--- config.mk ---
export PLATFORM = sky130hd
export DESIGN_NAME = fir_seq_ctrl
export DESIGN_NICKNAME = d
export VERILOG_FILES = /design/src/rtl/fir_seq_ctrl.sv
export SDC_FILE = /design/constraint.sdc
export NUM_CORES = 1
export LEC_CHECK = 0
export BUFFER_PORTS_ARGS = -buffer_cell sky130_fd_sc_hd__buf_4
export CAP_MARGIN = 20
export CELL_PAD_IN_SITES_DETAIL_PLACEMENT = 2
export CELL_PAD_IN_SITES_GLOBAL_PLACEMENT = 2
export CORE_MARGIN = 2
export CORE_UTILIZATION = 36
export DETAILED_ROUTE_END_ITERATION = 6
export HOLD_SLACK_MARGIN = 0.06
export PLACE_DENSITY_LB_ADDON = 0.1
export REMOVE_ABC_BUFFERS = 1
export SLEW_MARGIN = 10
export SYNTH_ARGS = -nofsm -noshare
export SYNTH_HDL_FRONTEND = slang
export SYNTH_SLANG_ARGS = --single-unit
--- constraint.sdc ---
create_clock -name clk -period 2.3 [get_ports clk]
set_clock_uncertainty 0.1 [all_clocks]
set_input_delay 0.115 -clock clk [delete_from_list [all_inputs] [get_ports clk]]
set_output_delay 0.115 -clock clk [all_outputs]
set_load 0.03 [all_outputs]
--- src/rtl/fir_seq_ctrl.sv ---
// Purpose : loads N_TAPS coefficients over a valid/ready stream, then flushes
//           the FIR delay line and enables the filter.
// Latency : cfg_start -> cfg_ready is 1 cycle. The last accepted word -> out_valid is N_TAPS+1 cycles.
// Backpressure: cfg_ready is high only in LOAD. A cfg_valid gap holds the load position.
//
// Ports:
//   clk, rst        - clock and asynchronous active-low reset
//   cfg_start       - begin or restart a configuration from any state
//   cfg_valid/ready - coefficient word handshake. cfg_data is the two's complement word.
//   coef_flat       - registered coefficients. Tap k is at [k*BW_coef +: BW_coef].
//   clear_dl        - one-cycle pulse that zeroes the FIR delay line
//   fir_en          - FIR shift/accumulate enable (FLUSH and RUN)
//   out_valid       - FIR output is meaningful (RUN)
//   load_done       - one-cycle pulse after the last coefficient is accepted
module fir_seq_ctrl #(
    parameter int N_TAPS  = 4,
    parameter int BW_coef = 6,
    parameter int IDX_W   = $clog2(N_TAPS + 1)
) (
    input  logic                      clk,
    input  logic                      rst,
    input  logic                      cfg_start,
    input  logic                      cfg_valid,
    input  logic [BW_coef-1:0]        cfg_data,
    output logic                      cfg_ready,
    output logic [N_TAPS*BW_coef-1:0] coef_flat,
    output logic                      clear_dl,
    output logic                      fir_en,
    output logic                      out_valid,
    output logic                      load_done
);

    typedef enum logic [1:0] {
        IDLE  = 2'd0,
        LOAD  = 2'd1,
        FLUSH = 2'd2,
        RUN   = 2'd3
    } state_t;

    localparam logic [IDX_W-1:0] LAST = IDX_W'(N_TAPS - 1);

    state_t                      state_q, state_d;
    logic [IDX_W-1:0]            idx_q, idx_d;
    logic [IDX_W-1:0]            flush_cnt_q, flush_cnt_d;
    logic [N_TAPS*BW_coef-1:0]   coef_q, coef_d;

    always_ff @(posedge clk or negedge rst) begin
        if (!rst) begin
            state_q     <= IDLE;
            idx_q       <= '0;
            flush_cnt_q <= '0;
            coef_q      <= '0;
        end else begin
            state_q     <= state_d;
            idx_q       <= idx_d;
            flush_cnt_q <= flush_cnt_d;
            coef_q      <= coef_d;
        end
    end

    always_comb begin
        state_d     = state_q;
        idx_d       = idx_q;
        flush_cnt_d = flush_cnt_q;
        coef_d      = coef_q;

        case (state_q)
            IDLE: begin
                // cfg_valid is deliberately ignored here, even alongside cfg_start.
                if (cfg_start) begin
                    state_d = LOAD;
                    idx_d   = '0;
                end
            end

            LOAD: begin
                if (cfg_start) begin
                    // A restart discards any word offered in the same cycle.
                    idx_d = '0;
                end else if (cfg_valid) begin
                    for (int k = 0; k < N_TAPS; k++) begin
                        if (idx_q == IDX_W'(k)) begin
                            coef_d[k*BW_coef +: BW_coef] = cfg_data;
                        end
                    end
                    if (idx_q == LAST) begin
                        state_d     = FLUSH;
                        idx_d       = '0;
                        flush_cnt_d = '0;
                    end else begin
                        idx_d = idx_q + IDX_W'(1);
                    end
                end
            end

            FLUSH: begin
                if (cfg_start) begin
                    state_d = LOAD;
                    idx_d   = '0;
                end else if (flush_cnt_q == LAST) begin
                    state_d = RUN;
                end else begin
                    flush_cnt_d = flush_cnt_q + IDX_W'(1);
                end
            end

            RUN: begin
                if (cfg_start) begin
                    state_d = LOAD;
                    idx_d   = '0;
                end
            end

            default: begin
                state_d = IDLE;
                idx_d   = '0;
            end
        endcase
    end

    // FLUSH can only be entered from the final LOAD transfer with flush_cnt
    // cleared. So its first cycle marks both load completion and the delay-line clear.
    assign cfg_ready = (state_q == LOAD);
    assign fir_en    = (state_q == FLUSH) || (state_q == RUN);
    assign out_valid = (state_q == RUN);
    assign clear_dl  = (state_q == FLUSH) && (flush_cnt_q == '0);
    assign load_done = (state_q == FLUSH) && (flush_cnt_q == '0);
    assign coef_flat = coef_q;

endmodule

# Yosys cells after proc, flatten, opt, wreduce, memory -nomap -nowiden
# Index checks and enable logic that the tools add are counted.
word_totals:
  ff_bits: 32
  in_bits: 10
  elab_cells: 59
op_classes:
  n_addsub: 2
  eq_ne: 16
  mux: 18
  bitwise: 1
  reduce_logical: 15
ops:
  columns: ["cell", "count"]
  rows:
  - ["$mux 3", 9]
  - ["$reduce_and 4->1", 4]
  - ["$mux 2", 6]
  - ["$pmux 3 s2", 2]
  - ["$eq 3x2->1 const B", 3]
  - ["$ne 2x2->1 const B", 4]
  - ["$add 3x1->3 const B", 2]
  - ["$logic_not 3->1", 2]
  - ["$ne 2x1->1 const B", 3]
  - ["$ne 3x3->1 const B", 2]
  - ["$pmux 2 s3", 1]
  - ["$reduce_and 6->1", 1]
  - ["$reduce_and 5->1", 1]
  - ["$eq 2x2->1 const B", 2]
  - ["$eq 3x1->1 const B", 1]
  - ["$reduce_or 3->1", 1]
  - ["$eq 2x1->1 const B", 1]
  - ["$logic_not 2->1", 1]
  - ["$reduce_and 2->1", 1]
  - ["$reduce_bool 2->1", 1]
  - ["$reduce_or 2->1", 1]
  - ["$logic_and 1x1->1", 1]
  - ["$logic_or 1x1->1", 1]
  - ["$not 1->1", 1]

# Longest topological paths before layout
logic_depth:
  depth_word: 5
  mapped_depth: 6
  depth_no_buf: 5

# Least setup slack after synthesis
# OpenSTA, ideal clock, no wires.
synth_path:
  kind: "reg-to-reg"
  startpoint: "register state_q[1]"
  endpoint: "register coef_q[0] (netlist: coef_flat[0])"
  arrival_time_ns: 1.728
  setup_slack_ns: 0.347
  path_stages_with_launch: 7
  n_path_buf: 1
  cell_sequence: "dfrtp_1 -> inv_1 -> ha_1 -> and2_4 -> buf_12 -> nand3_4 -> mux2_4"
synth_between:
  elab_chain_len: 2
synth_rtl:
  columns: ["item", "line", "text"]
  rows:
  - ["start, declared", "42", "state_t state_q, state_d;"]
  - ["start signal, assigned", "54", "state_q <= state_d;"]
  - ["$eq 2x1->1", null, null]
  - ["via cfg_ready", "25", "output logic cfg_ready,"]
  - ["$reduce_and 4->1 (no line)", null, null]
  - ["end signal, assigned", "57", "coef_q <= coef_d;"]
  - ["end, declared", "45", "logic [N_TAPS*BW_coef-1:0] coef_q, coef_d;"]
# The timed path passes the listed nets, and every way through them passes these cells.
# A chain may end at the register's enable or synchronous reset.

# Final worst setup path
layout_path:
  startpoint: "register state_q[1]"
  endpoint: "register idx_q[0]"
layout_between:
  elab_chain_len: 4
  elab_cells_between_ends: 9
  classes_between: "5 x eq/ne; 1 x mux; 3 x reduce/logical"
layout_rtl:
  columns: ["item", "line", "text"]
  rows:
  - ["$eq 2x2->1 or $logic_not 2->1 (tied branches)", "67", "case (state_q)"]
  - ["$reduce_or 3->1 (no line)", null, null]
  - ["$ne 2x1->1 (no line)", null, null]
  - ["$reduce_and 2->1 (no line)", null, null]
  - ["end signal, assigned", "55", "idx_q <= idx_d;"]
  - ["end, declared", "43", "logic [IDX_W-1:0] idx_q, idx_d;"]
# Parallel ways exist; a longest one is shown, timed or not.

==> flow_summary.yaml <==
yosys:
  synth.largest_area_cell: "dfrtp_1"
  netlist_area_sq_mm: 0.00163
  syn_area_per_cell_sq_um: 14.8
  synth_area_leaders: "dfrtp_1 (49%), mux2_4 (22%), ha_1 (8.4%)"
  yosysUniqueCellTypes: 27
  syn_inst: 110
  synth-seq-cells: 32
  ys_warn_count: 0
  ys_seq_area_share_pct: 49.0
  yosysTopAreaCellShare_pct: 49.0
critical_path:
  criticalPathCategory: "flip-flop to flip-flop"
  startpoint_type: "flip-flop"
  critPathArrivalTime_ns: 2.20
  cp.required_ns: 2.42
  path_max_fanout: 9
  cp-end-kind: "flip-flop"
detailed_routing:
  drt-vias-per-instance: 4.94
  avgRoutedWirePerCell_um: 17.9
  drc: 0
  drt_pass1_iterations: 4
  vias: 1066
  drt_iter0_drc: 30
  drt_wl_total_um: 3860
  ant_nets: 0
global_route:
  grt_util_all_layers_pct: 16.9
  grt_max_degree: 33
  first_global_vias: 1155
  grt_overflow: 0
  antenna_found_initial: 0
  grt_first_pass_wirelength_um: 6440
floorplan:
  io_pins: 39
  die_w_um: 71.3
  dieArea_sq_mm: 0.00509
  dieHeight_um: 71.3
  num_rows: 24
  core-area_sq_mm: 0.00435
  initial_utilization_pct: 37.5
timing:
  slew_headroom_pct: 72.1
  fin_crit_ns: 2.08
  worst_slew_pin_slew_ns: 0.418
  setup_tns_ns: 0
  fmax_ghz: 0.480
  hold_viol: 0
  setup_violations: 0
  maxSlewViolCount: 0
  finalCritPeriodShare_pct: 90.5
  rsz0062_at_grt: "no"
  holdWs_ns: 0.0772
power_and_ir_drop:
  powerDensity_mw_per_mm2: 1230
  leakagePower_uw: 0.00114
  ir_worst_vdd_mv: 0.578
final_layout:
  drive_gt1_share_pct: 48.2
  layout_common_cells: "buf_4 (39), dfrtp_1 (32), mux2_4 (24)"
  final_common_cell: "buf_4"
  area_delta_synth_final_pct: 32.3
  layout.nets: 184
  nFillCells: 414
  n_antenna_cell: 0
clocking:
  cts.sinks: 32
  htree_levels: 2
  clk_path_buf_depth: 2
  numCtsBuffers: 5
  cts_tree: "done"
  postCtsSetupBuffers: 0
  clockRootBuffer: "clkbuf_8"
  clkTransAtPathRegs_ns: 0.07
  clk-insertion-delay-late_ns: 0.28
worst_hold_path:
  min_path_type: "input pin to flip-flop"
run:
  cap_viol_max_count: 0
placed_design:
  hpwl_um: 2790
  portBuffers: 38
  gp_congestion: 0.726
run_status:
  status: "completed"
==> registers in the layout (all words and copies together) (netlist names) <==
register	flops
state_q	2
flush_cnt_q	3
coef_flat	24
idx_q	3
==> worst max-delay path, cell delays in order, from the launching register on <==
cell and delay, ns:
dfrtp_1 0.41, inv_1 0.10, ha_1 0.33, and2_4 0.30
nand3_1 0.10, a21oi_1 0.12, dlygate4sd3_1 0.55
==> Yosys cell counts <==
| library cell | instances |
|---|---|
| nand2_1 | 6 |
| nor2_4 | 1 |
| nand4bb_1 | 1 |
| dfrtp_1 | 32 |
| buf_4 | 1 |
| a22o_1 | 1 |
| or2_2 | 1 |
| and2_1 | 1 |
| a221oi_2 | 1 |
| mux2i_1 | 1 |
| nand2b_1 | 1 |
| nand3_4 | 4 |
| buf_12 | 1 |
| mux2_4 | 24 |
| o2bb2ai_1 | 1 |
| nor3b_2 | 1 |
| and2_4 | 1 |
| a32o_1 | 2 |
| o32a_1 | 1 |
| nor2b_1 | 1 |
| inv_1 | 9 |
| a21oi_1 | 2 |
| ha_1 | 11 |
| nand3_1 | 1 |
| and3_1 | 2 |
| nor2_1 | 1 |
| a211oi_1 | 1 |
==> routing by layer <==
layer	vias up	share of wire, %	global-route usage (%)	wire, um
li1	486	-	-	-
met4	0	0.60	5.66	23
met5	-	0	0	0
met1	548	43	21.2	1680
met3	2	4.9	5.49	189
met2	30	51	27.6	1970
==> worst paths after layout <==
path / from / to / slack (ns) / cells past startpoint
worst max-delay path: state_q[1]$_DFFE_PN0P_ / idx_q[0]$_DFFE_PN0P_ / 0.22 / 6
worst max register to register: state_q[1]$_DFFE_PN0P_ / idx_q[0]$_DFFE_PN0P_ / 0.22 / 6
min in group asynchronous: rst / coef_flat[2]$_DFFE_PN0P_ / 0.22 / 2
max in group asynchronous: rst / flush_cnt_q[2]$_DFFE_PN0P_ / 1.58 / 2
worst min-delay path: cfg_valid / idx_q[1]$_DFFE_PN0P_ / 0.08 / 4
worst min register to register: flush_cnt_q[2]$_DFFE_PN0P_ / flush_cnt_q[2]$_DFFE_PN0P_ / 0.40 / 1
==> where the power goes <==
group / switching [uW] / leakage (uW) / internal, uW
clock network: 215 / 0.0000552 / 321
registers: 122 / 0.000423 / 728
logic: 703 / 0.000659 / 572
total: 1040 / 0.00114 / 1620
==> layout make-up <==
class | count | area, sq um | area share [%]
Sequential cell | 32 | 801 | 37.1
Inverter | 9 | 33.8 | 1.56
Clock buffer | 6 | 72.6 | 3.36
Tap cell | 52 | 65.1 | 3.01
Multi-Input combinational cell | 67 | 771 | 35.7
Clock inverter | 2 | 35.0 | 1.62
Timing Repair Buffer | 48 | 383 | 17.7
==> what timing repair did <==
action | CTS | global route
hold buffers | 9 | 0
hold endpoints to repair | 58 | 0
gates resized for setup | 0 | 0
==> cells by family (layout without fill, tap and decap cells) <==
| group | after synthesis | in the layout | synth area share, % |
|---|---|---|---|
| DFF | 32 | 32 | 49.0 |
| buffers and inverters | 11 | 65 | 3.75 |
| and+or+nand+nor | 22 | 22 | 11.2 |
| adders and majority gates | 11 | 11 | 8.43 |
| muxes | 25 | 25 | 22.7 |
| AOI/OAI and AO/OA | 9 | 9 | 4.90 |
==> through the flow <==
stage	setup slack, ns	utilization, %	power (uW)	instances	instance area [sq um]
2_1_floorplan	0.380	-	1680	108	1610
3_3_place_gp	0.475	45.1	2080	199	1960
3_5_place_dp	0.393	45.1	2130	199	1960
4_1_cts	0.198	49.6	2710	216	2160
5_1_grt	0.0789	49.6	2840	216	2160
6_report	0.217	49.6	2660	216	2160
Note: power is estimated with default switching activity, not from simulation.
